### src/rtl/common_def.sv
// Shared definitions for the ALU reservation station: bus widths, tag encoding,
// ALU opcodes and the station entry record.
package common_def;

  localparam int DATA_W   = 32;
  localparam int TAG_W    = 4;
  localparam int OP_MAX_W = 8;
  localparam logic [TAG_W-1:0] TAG_INVALID = 4'd0;

  typedef enum logic [4:0] {
    OP_ADD  = 5'd0,
    OP_SUB  = 5'd1,
    OP_AND  = 5'd2,
    OP_OR   = 5'd3,
    OP_XOR  = 5'd4,
    OP_SLL  = 5'd5,
    OP_SRL  = 5'd6,
    OP_SRA  = 5'd7,
    OP_SLT  = 5'd8,
    OP_SLTU = 5'd9
  } alu_op_e;

  // op is held at the widest supported opcode width; stations narrow it on dispatch.
  typedef struct packed {
    logic                busy;
    logic [OP_MAX_W-1:0] op;
    logic [TAG_W-1:0]    q1;
    logic [DATA_W-1:0]   v1;
    logic [TAG_W-1:0]    q2;
    logic [DATA_W-1:0]   v2;
    logic [TAG_W-1:0]    dest;
  } rs_entry_t;

  localparam rs_entry_t RS_ENTRY_EMPTY = '{
    busy: 1'b0, op: '0, q1: TAG_INVALID, v1: '0, q2: TAG_INVALID, v2: '0, dest: '0
  };

  function automatic logic entry_ready(input rs_entry_t e);
    return e.busy && (e.q1 == TAG_INVALID) && (e.q2 == TAG_INVALID);
  endfunction

endpackage

### src/rtl/alu_rs_if.sv
// Issue, broadcast and dispatch signals of the ALU reservation station.
// master = decoder/CDB/ALU side, slave = the station itself.
interface alu_rs_if
  import common_def::*;
#(
  parameter int OP_W = 5
);
  logic              flush;
  logic              issue_valid;
  logic [OP_W-1:0]   issue_op;
  logic [TAG_W-1:0]  issue_tag1;
  logic [TAG_W-1:0]  issue_tag2;
  logic [DATA_W-1:0] issue_src1;
  logic [DATA_W-1:0] issue_src2;
  logic [TAG_W-1:0]  issue_dest_tag;
  logic              full;
  logic              cdb_valid;
  logic [TAG_W-1:0]  cdb_tag;
  logic [DATA_W-1:0] cdb_data;
  logic              ex_valid;
  logic [OP_W-1:0]   ex_op;
  logic [DATA_W-1:0] ex_a;
  logic [DATA_W-1:0] ex_b;
  logic [TAG_W-1:0]  ex_dest_tag;
  logic              ex_ready;

  modport master (
    output flush, issue_valid, issue_op, issue_tag1, issue_tag2, issue_src1, issue_src2,
           issue_dest_tag, cdb_valid, cdb_tag, cdb_data, ex_ready,
    input  full, ex_valid, ex_op, ex_a, ex_b, ex_dest_tag
  );

  modport slave (
    input  flush, issue_valid, issue_op, issue_tag1, issue_tag2, issue_src1, issue_src2,
           issue_dest_tag, cdb_valid, cdb_tag, cdb_data, ex_ready,
    output full, ex_valid, ex_op, ex_a, ex_b, ex_dest_tag
  );
endinterface

### src/rtl/rs_select.sv
// Priority encoder: index of the lowest set request bit, plus a hit flag.
module rs_select #(
  parameter int DEPTH = 4
) (
  input  logic [DEPTH-1:0]         req,
  output logic [$clog2(DEPTH)-1:0] idx,
  output logic                     hit
);
  localparam int IDX_W = $clog2(DEPTH);

  // NOTE: both outputs get a default before the loop so no path leaves them unassigned (no latch).
  always_comb begin
    idx = '0;
    hit = 1'b0;
    for (int i = DEPTH - 1; i >= 0; i--) begin
      if (req[i]) begin
        idx = IDX_W'(i);
        hit = 1'b1;
      end
    end
  end
endmodule

### src/rtl/alu_rs.sv
// ALU reservation station: holds issued instructions until both operands are
// captured from the register file or the CDB, then dispatches the lowest ready entry.
module alu_rs
  import common_def::*;
#(
  parameter int DEPTH = 4,
  parameter int OP_W  = 5
) (
  input logic     clk,
  input logic     rst,
  alu_rs_if.slave bus
);
  localparam int IDX_W = $clog2(DEPTH);

  rs_entry_t        rs [DEPTH];
  logic [DEPTH-1:0] ready;
  logic [DEPTH-1:0] idle;
  logic [IDX_W-1:0] ex_idx;
  logic [IDX_W-1:0] free_idx;
  logic             ex_hit;
  logic             free_hit;
  logic             issue_acc;
  logic             dispatch;
  logic             cdb_live;
  logic             byp1;
  logic             byp2;
  rs_entry_t        new_entry;

  always_comb begin
    ready = '0;
    idle  = '0;
    for (int i = 0; i < DEPTH; i++) begin
      ready[i] = entry_ready(rs[i]);
      idle[i]  = !rs[i].busy;
    end
  end

  rs_select #(.DEPTH(DEPTH)) u_sel_ready (.req(ready), .idx(ex_idx),   .hit(ex_hit));
  rs_select #(.DEPTH(DEPTH)) u_sel_free  (.req(idle),  .idx(free_idx), .hit(free_hit));

  // Full and the free slot come from registered busy bits only, so a slot
  // released by this cycle's dispatch is reused no earlier than next cycle.
  assign bus.full  = !free_hit;
  assign issue_acc = bus.issue_valid && free_hit;
  assign dispatch  = ex_hit && bus.ex_ready;
  assign cdb_live  = bus.cdb_valid && (bus.cdb_tag != TAG_INVALID);
  assign byp1      = cdb_live && (bus.issue_tag1 == bus.cdb_tag);
  assign byp2      = cdb_live && (bus.issue_tag2 == bus.cdb_tag);

  always_comb begin
    new_entry      = RS_ENTRY_EMPTY;
    new_entry.busy = 1'b1;
    new_entry.op   = OP_MAX_W'(bus.issue_op);
    new_entry.q1   = byp1 ? TAG_INVALID  : bus.issue_tag1;
    new_entry.v1   = byp1 ? bus.cdb_data : bus.issue_src1;
    new_entry.q2   = byp2 ? TAG_INVALID  : bus.issue_tag2;
    new_entry.v2   = byp2 ? bus.cdb_data : bus.issue_src2;
    new_entry.dest = bus.issue_dest_tag;
  end

  always_comb begin
    bus.ex_valid    = ex_hit;
    bus.ex_op       = '0;
    bus.ex_a        = '0;
    bus.ex_b        = '0;
    bus.ex_dest_tag = '0;
    if (ex_hit) begin
      bus.ex_op       = rs[ex_idx].op[OP_W-1:0];
      bus.ex_a        = rs[ex_idx].v1;
      bus.ex_b        = rs[ex_idx].v2;
      bus.ex_dest_tag = rs[ex_idx].dest;
    end
  end

  // NOTE: the entry array is control state (busy/tags), so every entry is reset, not just a valid bit.
  // NOTE: sequential state uses non-blocking assignments so all entries update from the same pre-edge values.
  always_ff @(posedge clk or negedge rst) begin
    if (!rst) begin
      for (int i = 0; i < DEPTH; i++) rs[i] <= RS_ENTRY_EMPTY;
    end else if (bus.flush) begin
      for (int i = 0; i < DEPTH; i++) rs[i] <= RS_ENTRY_EMPTY;
    end else begin
      for (int i = 0; i < DEPTH; i++) begin
        if (issue_acc && (free_idx == IDX_W'(i))) begin
          rs[i] <= new_entry;
        end else begin
          if (cdb_live && rs[i].busy && (rs[i].q1 == bus.cdb_tag)) begin
            rs[i].q1 <= TAG_INVALID;
            rs[i].v1 <= bus.cdb_data;
          end
          if (cdb_live && rs[i].busy && (rs[i].q2 == bus.cdb_tag)) begin
            rs[i].q2 <= TAG_INVALID;
            rs[i].v2 <= bus.cdb_data;
          end
          if (dispatch && (ex_idx == IDX_W'(i))) rs[i].busy <= 1'b0;
        end
      end
    end
  end
endmodule

### src/flat_wrapper.sv
// flat-port wrapper written by rule: the top's interface ports become plain ports
module alu_rs_flat import common_def::*;
#(
  parameter int DEPTH = 4,
  parameter int OP_W  = 5
)
  (clk, rst, bus_flush, bus_issue_valid, bus_issue_op, bus_issue_tag1, bus_issue_tag2, bus_issue_src1, bus_issue_src2, bus_issue_dest_tag, bus_cdb_valid, bus_cdb_tag, bus_cdb_data, bus_ex_ready, bus_full, bus_ex_valid, bus_ex_op, bus_ex_a, bus_ex_b, bus_ex_dest_tag);
  alu_rs_if #(.OP_W(OP_W)) bus_i ();
  input logic clk;
  input logic rst;
  input wire logic [$bits(bus_i.flush)-1:0] bus_flush;
  input wire logic [$bits(bus_i.issue_valid)-1:0] bus_issue_valid;
  input wire logic [$bits(bus_i.issue_op)-1:0] bus_issue_op;
  input wire logic [$bits(bus_i.issue_tag1)-1:0] bus_issue_tag1;
  input wire logic [$bits(bus_i.issue_tag2)-1:0] bus_issue_tag2;
  input wire logic [$bits(bus_i.issue_src1)-1:0] bus_issue_src1;
  input wire logic [$bits(bus_i.issue_src2)-1:0] bus_issue_src2;
  input wire logic [$bits(bus_i.issue_dest_tag)-1:0] bus_issue_dest_tag;
  input wire logic [$bits(bus_i.cdb_valid)-1:0] bus_cdb_valid;
  input wire logic [$bits(bus_i.cdb_tag)-1:0] bus_cdb_tag;
  input wire logic [$bits(bus_i.cdb_data)-1:0] bus_cdb_data;
  input wire logic [$bits(bus_i.ex_ready)-1:0] bus_ex_ready;
  output wire logic [$bits(bus_i.full)-1:0] bus_full;
  output wire logic [$bits(bus_i.ex_valid)-1:0] bus_ex_valid;
  output wire logic [$bits(bus_i.ex_op)-1:0] bus_ex_op;
  output wire logic [$bits(bus_i.ex_a)-1:0] bus_ex_a;
  output wire logic [$bits(bus_i.ex_b)-1:0] bus_ex_b;
  output wire logic [$bits(bus_i.ex_dest_tag)-1:0] bus_ex_dest_tag;
  assign bus_i.flush = bus_flush;
  assign bus_i.issue_valid = bus_issue_valid;
  assign bus_i.issue_op = bus_issue_op;
  assign bus_i.issue_tag1 = bus_issue_tag1;
  assign bus_i.issue_tag2 = bus_issue_tag2;
  assign bus_i.issue_src1 = bus_issue_src1;
  assign bus_i.issue_src2 = bus_issue_src2;
  assign bus_i.issue_dest_tag = bus_issue_dest_tag;
  assign bus_i.cdb_valid = bus_cdb_valid;
  assign bus_i.cdb_tag = bus_cdb_tag;
  assign bus_i.cdb_data = bus_cdb_data;
  assign bus_i.ex_ready = bus_ex_ready;
  assign bus_full = bus_i.full;
  assign bus_ex_valid = bus_i.ex_valid;
  assign bus_ex_op = bus_i.ex_op;
  assign bus_ex_a = bus_i.ex_a;
  assign bus_ex_b = bus_i.ex_b;
  assign bus_ex_dest_tag = bus_i.ex_dest_tag;
  alu_rs #(.DEPTH(DEPTH), .OP_W(OP_W)) u_core (.clk(clk), .rst(rst), .bus(bus_i));
endmodule
### config.mk
export PLATFORM = sky130hd
export DESIGN_NAME = alu_rs_flat
export DESIGN_NICKNAME = d
export VERILOG_FILES = /design/src/rtl/common_def.sv /design/src/rtl/alu_rs_if.sv /design/src/rtl/rs_select.sv /design/src/rtl/alu_rs.sv /design/src/flat_wrapper.sv
export SDC_FILE = /design/constraint.sdc
export NUM_CORES = 1
export LEC_CHECK = 0
export BUFFER_PORTS_ARGS = -buffer_cell sky130_fd_sc_hd__buf_2
export CAP_MARGIN = 20
export CORE_ASPECT_RATIO = 1.5
export CORE_UTILIZATION = 30
export CTS_CLUSTER_SIZE = 28
export DETAILED_ROUTE_END_ITERATION = 16
export GPL_TIMING_DRIVEN = 0
export PLACE_DENSITY = 0.48
export SLEW_MARGIN = 20
export SYNTH_ARGS = -nofsm -noshare
export SYNTH_HDL_FRONTEND = slang
export SYNTH_HIERARCHICAL = 1
export SYNTH_SLANG_ARGS = --single-unit
### constraint.sdc
create_clock -name clk -period 5.22 [get_ports clk]
set_clock_uncertainty 0.2 [all_clocks]
set_input_delay 1.044 -clock clk [delete_from_list [all_inputs] [get_ports clk]]
set_output_delay 1.044 -clock clk [all_outputs]
set_load 0.01 [all_outputs]
==> results of run 1 <==
worst max path at each step:
stage / cells past startpoint / slack (ns) / end / startpoint
floorplan: 9 / 1.12 / bus_ex_op[0] / u_core/rs[206]
global placement: 1 / -3.99 / u_core/rs[143] / rst
detailed placement: 10 / -0.31 / bus_ex_a[23] / u_core/rs[36]
CTS: 10 / 0.01 / bus_ex_a[23] / u_core/rs[206]
global route: 10 / 0.007 / bus_ex_b[23] / u_core/rs[36]
finish: 10 / 0.02 / bus_ex_b[23] / u_core/rs[36]
final cells by class:
type / instances / area, µm² / share of cell area (%)
Clock inverter: 12 / 165 / 0.681
Clock buffer: 51 / 1040 / 4.28
Multi-Input combinational cell: 1391 / 11500 / 47.3
Sequential cell: 328 / 8210 / 33.8
Buffer: 236 / 1270 / 5.22
Tap cell: 900 / 1130 / 4.64
Timing Repair Buffer: 169 / 946 / 3.90
Inverter: 9 / 33.8 / 0.139
Antenna cell: 2 / 5.00 / 0.0206
critical path, stage by stage (launching register included):
cell	delay, ns
dfrtp_1	0.42
nor4_1	0.36
nand2_1	0.12
nor4_1	0.40
nor2_1	0.13
nor3_2	0.36
buf_4	0.38
clkdlybuf4s15_2	0.53
mux4_2	0.42
and2_1	0.18
buf_2	0.14
per-stage QoR:
stage          instances  setup TNS [ns]  cell area (µm²)  setup WS, ns  hold WS, ns
4_1_cts             3096               0            24200        0.0116        0.135
5_1_grt             3098               0            24300       0.00749        0.141
3_3_place_gp        3029        -1295.80            22900         -3.99        0.307
6_report            3098               0            24300        0.0175        0.140
3_5_place_dp        3033           -7.46            23000        -0.308        0.315
2_1_floorplan       1964               0            20900          1.12        0.297
synthesized netlist by cell type, drive strengths merged:
library cell,instances
o221ai,192
or3,3
mux4,73
xor2,16
o21ai,2
nand2,84
mux2,64
nor2,136
inv,9
o31ai,2
nor4,10
nand3,53
and2,73
nor3,7
clkbuf,147
or2,1
xnor2,24
nand2b,35
dfrtp,328
a21oi,266
a2111oi,64
mux2i,256
o41a,1
buf,89
o41ai,1
nor3b,2
nand4,7
nand4b,1
or4,2
nand3b,16
repair_timing:
action,4_1_cts,5_1_grt
hold buffers,0,0
buffers inserted,0,0
pin swaps,0,0
endpoints found under the setup margin,48,38
resized for setup,24,7
cells by family (layout without fill, tap and decap cells):
family / after synthesis / after routing / synth area share (%)
compound gates: 528 / 528 / 19.3
xor+xnor: 40 / 40 / 1.68
simple gates: 430 / 430 / 10.2
mux: 393 / 393 / 23.6
flops: 328 / 328 / 39.3
other cells: 0 / 2 / 0
buf+inv: 245 / 477 / 5.95
metal layers:
layer | global-route usage [%] | wire (µm)
met1 | 30.8 | 35600
met2 | 44.3 | 46000
met3 | 4.11 | 5900
met4 | 15.5 | 6140
met5 | 0 | 49
layout by cell type (no fill, tap or decap), drive strengths merged:
master	instances
a2111oi	64
a21oi	266
and2	73
buf	256
bufinv	4
clkbuf	199
clkdlybuf4s15	1
clkinv	6
clkinvlp	2
dfrtp	328
diode	2
inv	9
mux2	64
mux2i	256
mux4	73
nand2	84
nand2b	35
nand3	53
nand3b	16
nand4	7
nand4b	1
nor2	136
nor3	7
nor3b	2
nor4	10
o21ai	2
o221ai	192
o31ai	2
o41a	1
o41ai	1
or2	1
or3	3
or4	2
xnor2	24
xor2	16
power by group through the flow:
stage	registers, mW	clock network (mW)	logic (mW)
detailed placement	2.77	0	1.28
floorplan	2.75	0	0.756
finish	2.73	2.73	1.30
CTS	2.73	2.79	1.29
global route	2.74	2.87	1.38
global placement	2.77	0	1.25
==> summary.txt, run 1 <==
Power and ir drop
  – Sw power: a little over 2 mW
  – Total chip power: 6.76 mW
  – Combinational share of power: 19.3%
  – Clock Power Share: roughly 40%
  – Cell Pwr Density: 279 nW/µm²
  – Worst ir drop on vdd: 172 µV
  – Sw frac: 30.5%
  – Sequential power share: 40.3%
  – Internal Power: 4.70 mW
  – LEAKAGE: about 10 nW

Synthesis
  – Post-synthesis sequential area ratio: 39.3%
  – Cell variety after synth: 42
  – Largest cells by area after synthesis: dfrtp_1 39%, mux2i_1 12%, o221ai_1 8.0%
  – Synth top area share: ~40%
  – Synthesized area: 20900 µm²
  – Largest area contributor in the netlist: dfrtp_1
  – Post-Syn Nets: 2087
  – Post-Synthesis Cells: between 1500 and 2000
  – #FFs+latches synth: 328
  – Synth warn: 6
  – Post-Syn Area per Cell: 10.6 µm²

STA
  – Slew Viols, Final: 0
  – Slew @ Worst Pin: 1.12 ns
  – Final hold violations: 0
  – Max Fclk: 192 MHz
  – Final period utilization: 99.7%
  – Worst rel slew slack: around 25%
  – Min Tclk post-route: 5.20 ns
  – RSZ-0062 raised after global routing: false
  – Setup violations, final: 0

Final layout
  – Fin nets: approximately 2300
  – Util after Layout: 35.2%
  – Filler cell count: 6994
  – Layout cells sized above 1: 24.0%
  – Number of flip-flops in the largest register: 328
  – Top flop regs: u_core/rs (328)
  – Synthesis-to-layout area growth: 16.1%
  – Largest Register: u_core/rs

Routing
  – Routed vias: 18500
  – Final wirelength: around 94000 µm
  – Final ANT Viol Nets: 0
  – Vias per cell: just under 6
  – Number of DRC markers in iteration 0: roughly 1300
  – Drc violations: 0
  – DR WL/cell: 30.2 µm
  – Initial DRT Pass Iterations: 5

Floorplanning
  – Num rows: roughly 120
  – Die width: 218 µm
  – Die area: approximately 71000 µm²
  – Die H: 325 µm
  – Io pins: 198
  – Core area: 68900 µm²
  – Initial Util: 30.3%

GRT
  – GRT Util Overall: 26.1%
  – First-pass GRT wire length: 135000 µm
  – Gr ovfl total: 0
  – Vias in the first global route: 19600
  – Initial antenna violation count: 7
  – Largest net degree at the start of global routing: 94

Critical path
  – Crit path max fanout: 10
  – CP Launch Type: flop
  – R2r setup slk: 1.53 ns
  – Crit Path Category: flop to output port
  – WP data arrival: 3.96 ns
  – Reg2reg end: u_core/rs[230]
  – Worst-case reg-to-reg path depth: 9
  – Required time worst endpoint: 3.98 ns
  – Critical path endpoint category: output port
  – Worst reg2reg path startpoint: u_core/rs[339]

CTS
  – CTS tree: built
  – Clk root buf: clkbuf_16
  – H-tree Lvls: 2
  – CTS buffer count: 37
  – Reg clk slew, reported paths: 0.06 ns
  – Clk_lat worst skew: 0.54 ns
  – Maximum root-to-sink buffer count: 3
  – Clock Sinks: 328

Hold path
  – Class of the worst hold path: input pin to asynchronous set/reset pin

Status
  – Status: finished clean

Placed design
  – IO buf count: 165
  – Gp weighted congestion: roughly 0.88
  – HPWL after detailed placement: 66500 µm

Run
  – Max Cap Violations: 0
(Power assumes the default switching activity.)
==> inputs of run 2 (changes only) <==
--- a/config.mk
+++ b/config.mk
@@ -7,12 +7,13 @@
 export LEC_CHECK = 0
 export BUFFER_PORTS_ARGS = -buffer_cell sky130_fd_sc_hd__buf_2
 export CAP_MARGIN = 20
-export CORE_ASPECT_RATIO = 1.5
+export CORE_ASPECT_RATIO = 0.5
 export CORE_UTILIZATION = 30
 export CTS_CLUSTER_SIZE = 28
 export DETAILED_ROUTE_END_ITERATION = 16
 export GPL_TIMING_DRIVEN = 0
 export PLACE_DENSITY = 0.48
+export REMOVE_ABC_BUFFERS = 1
 export SLEW_MARGIN = 20
 export SYNTH_ARGS = -nofsm -noshare
 export SYNTH_HDL_FRONTEND = slang
==> constraint.sdc (replaced) <==
create_clock -name clk -period 5.22 [get_ports clk]
set_clock_uncertainty 0.2 [all_clocks]
set_input_delay 1.044 -clock clk [delete_from_list [all_inputs] [get_ports clk]]
set_output_delay 1.044 -clock clk [all_outputs]
set_load 0.05 [all_outputs]
==> summary.txt, run 2 (synthesis results as in run 1) <==
Status
  – Status: finished clean (unchanged)

Floorplanning
  – Io pins: 198 (unchanged)
  – Core area: 67900 µm² (was 68900 µm²)
  – Die H: 189 µm (was 325 µm)
  – Initial Util: 30.8% (was 30.3%)
  – Die area: 70800 µm² (about the same)
  – Num rows: 67 (was 118)
  – Die width: 375 µm (was 218 µm)

Power and ir drop
  – Combinational share of power: 19.6% (was 19.3%)
  – Sw power: 2.03 mW (was 2.06 mW)
  – Internal Power: 4.75 mW (was 4.70 mW)
  – Sw frac: 29.9% (was 30.5%)
  – Worst ir drop on vdd: 181 µV (was 172 µV)
  – Sequential power share: 40.2% (was 40.3%)
  – Clock Power Share: 40.2% (was 40.4%)
  – Cell Pwr Density: 273 nW/µm² (was 279 nW/µm²)
  – LEAKAGE: 10.5 nW (was 10.2 nW)

STA
  – Min Tclk post-route: 5.06 ns (was 5.20 ns)
  – Slew Viols, Final: 0 (unchanged)
  – Worst rel slew slack: 29.1% (was 25.1%)
  – Final hold violations: 0 (unchanged)
  – Setup violations, final: 0 (unchanged)
  – Final period utilization: 96.9% (was 99.7%)
  – RSZ-0062 raised after global routing: false (unchanged)
  – Slew @ Worst Pin: 1.06 ns (was 1.12 ns)
  – Max Fclk: 198 MHz (was 192 MHz)

Final layout
  – Area of the multi-input gates: 11700 µm² (was 11500 µm²)
  – Post-route design area: 24800 µm² (was 24300 µm²)
  – Synthesis-to-layout area growth: 18.5% (was 16.1%)
  – Number of flip-flops in the largest register: 328 (unchanged)
  – Util after Layout: 36.5% (was 35.2%)
  – Layout cells sized above 1: 27.9% (was 24.0%)
  – Reg area: 8210 µm² (unchanged)
  – Fin nets: 2185 (was 2295)
  – Filler cell count: 6851 (was 6994)
  – Commonest cells after routing, fill and taps aside: 328 x dfrtp_1, 264 x a21oi_1, 256 x mux2i_1, 195 x buf_2, 192 x o221ai_1 (was 328 x dfrtp_1, 264 x a21oi_1, 256 x mux2i_1, 200 x buf_2, 192 x o221ai_1)
  – Commonest non-fill, non-tap cell in the layout: dfrtp_1 (unchanged)
  – Largest Register: u_core/rs (unchanged)
  – Top flop regs: u_core/rs (328) (unchanged)

Routing
  – DR WL/cell: 25.1 µm (was 30.2 µm)
  – Initial DRT Pass Iterations: 5 (unchanged)
  – Final ANT Viol Nets: 0 (unchanged)
  – Vias per cell: 5.71 (was 5.97)
  – Drc violations: 0 (unchanged)
  – Final wirelength: 75200 µm (was 93600 µm)
  – Number of DRC markers in iteration 0: 1660 (was 1310)
  – Routed vias: 17100 (was 18500)

CTS
  – Clock Sinks: 328 (unchanged)
  – Maximum root-to-sink buffer count: 3 (unchanged)
  – Clk_lat worst skew: 0.54 ns (about the same)
  – CTS Hold Bufs: 0 (unchanged)
  – CTS buffer count: 37 (unchanged)
  – CTS tree: built (unchanged)
  – Reg clk slew, reported paths: 0.06 ns (about the same)
  – H-tree Lvls: 2 (unchanged)
  – Clk root buf: clkbuf_16 (unchanged)

Run
  – Max Cap Violations: 0 (unchanged)

Placed design
  – IO buf count: 197 (was 165)
  – HPWL after detailed placement: 47200 µm (was 66500 µm)
  – Gp weighted congestion: 0.749 (was 0.883)
  – Dpl cell area: 23500 µm² (was 23000 µm²)

Critical path
  – Crit path max fanout: 11 (was 10)
  – CP Launch Type: flop (unchanged)
  – WP data arrival: 3.81 ns (was 3.96 ns)
  – Required time worst endpoint: 3.98 ns (about the same)
  – Critical path endpoint category: output port (unchanged)
  – Crit Path Category: flop to output port (unchanged)

GRT
  – Initial antenna violation count: 12 (was 7)
  – Vias in the first global route: 17000 (was 19600)
  – Largest net degree at the start of global routing: 125 (was 94)
  – First-pass GRT wire length: 114000 µm (was 135000 µm)
  – Gr ovfl total: 0 (unchanged)
  – GRT Util Overall: 21.0% (was 26.1%)

Hold path
  – Class of the worst hold path: input pin to asynchronous set/reset pin (unchanged)
-- run 2: cell types whose count changed in the layout (fill, tap and decap cells not counted), moves of 6 or more --
cell | previous run | this run
buf_1 | 9 | 0
buf_16 | 4 | 26
buf_4 | 9 | 32
buf_8 | 3 | 12
clkbuf_1 | 146 | 9
clkbuf_2 | 10 | 0
clkbuf_8 | 6 | 12
diode_2 | 2 | 9
nand2_1 | 84 | 78
nand2_4 | 0 | 6
-- run 2: critical path: stages, from the launching register on --
cell     delay [ns]
dfrtp_1        0.41
or4_1          0.59
nor4_4         0.35
inv_1          0.14
a21oi_4        0.26
buf_16         0.21
buf_16         0.18
buf_16         0.18
mux4_2         0.50
and2_1         0.21
buf_2          0.22
-- run 2: per-layer routing --
metal | vias up | share of wire (%) | GRT usage [%]
li1 | 7717 | - | -
met2 | 446 | 49 | 34.8
met1 | 8839 | 45 | 29.0
met5 | - | 0.041 | 0
met4 | 6 | 2.2 | 5.70
met3 | 105 | 4.4 | 2.35
-- run 2: what timing repair did --
action,in CTS,in global routing
endpoints found under the setup margin,37,30
endpoints found under the hold margin,0,0
resized for setup,3,2
buffers inserted,1,0
pin swaps,1,0
-- run 2: final timing paths --
check / slack (ns) / depth (start not counted) / from / endpoint
hold / removal: 0.17 / 1 / rst / u_core/rs[213]
hold reg to reg: 0.32 / 2 / u_core/rs[246] / u_core/rs[246]
setup / recovery: 0.16 / 10 / u_core/rs[206] / bus_ex_b[7]
setup reg to reg: 1.35 / 8 / u_core/rs[84] / u_core/rs[148]
max in group asynchronous: 2.74 / 5 / rst / u_core/rs[333]
min in group clk: 0.32 / 2 / u_core/rs[246] / u_core/rs[246]
-- run 2: area by class of cell --
type | instances | area share (%)
antenna | 9 | 0.0909
clock buffer | 60 | 4.74
clock inverter | 6 | 0.237
inverter | 9 | 0.167
multi-input combinational | 1391 | 47.1
sequential | 328 | 33.1
tap | 897 | 4.53
timing repair buffer | 295 | 10.1
-- run 2: power groups by stage --
stage | clock network [mW] | logic, mW | registers [mW]
2_1_floorplan | 0 | 0.784 | 2.75
3_3_place_gp | 0 | 1.27 | 2.77
3_5_place_dp | 0 | 1.33 | 2.77
4_1_cts | 2.78 | 1.33 | 2.72
5_1_grt | 2.90 | 1.43 | 2.74
6_report | 2.72 | 1.33 | 2.72
-- run 2: per-stage QoR --
step / std cells / setup WS (ns) / total power [mW] / setup TNS, ns / hold slack [ns]
floorplan: 1728 / -3.35 / 3.53 / -332.40 / 0.291
global placement: 2822 / -11.29 / 4.04 / -3862.69 / 0.307
detailed placement: 2918 / 0.298 / 4.10 / 0 / 0.314
CTS: 2985 / 0.0385 / 6.84 / 0 / 0.159
global route: 2994 / 0.0454 / 7.07 / 0 / 0.171
finish: 2995 / 0.162 / 6.78 / 0 / 0.170
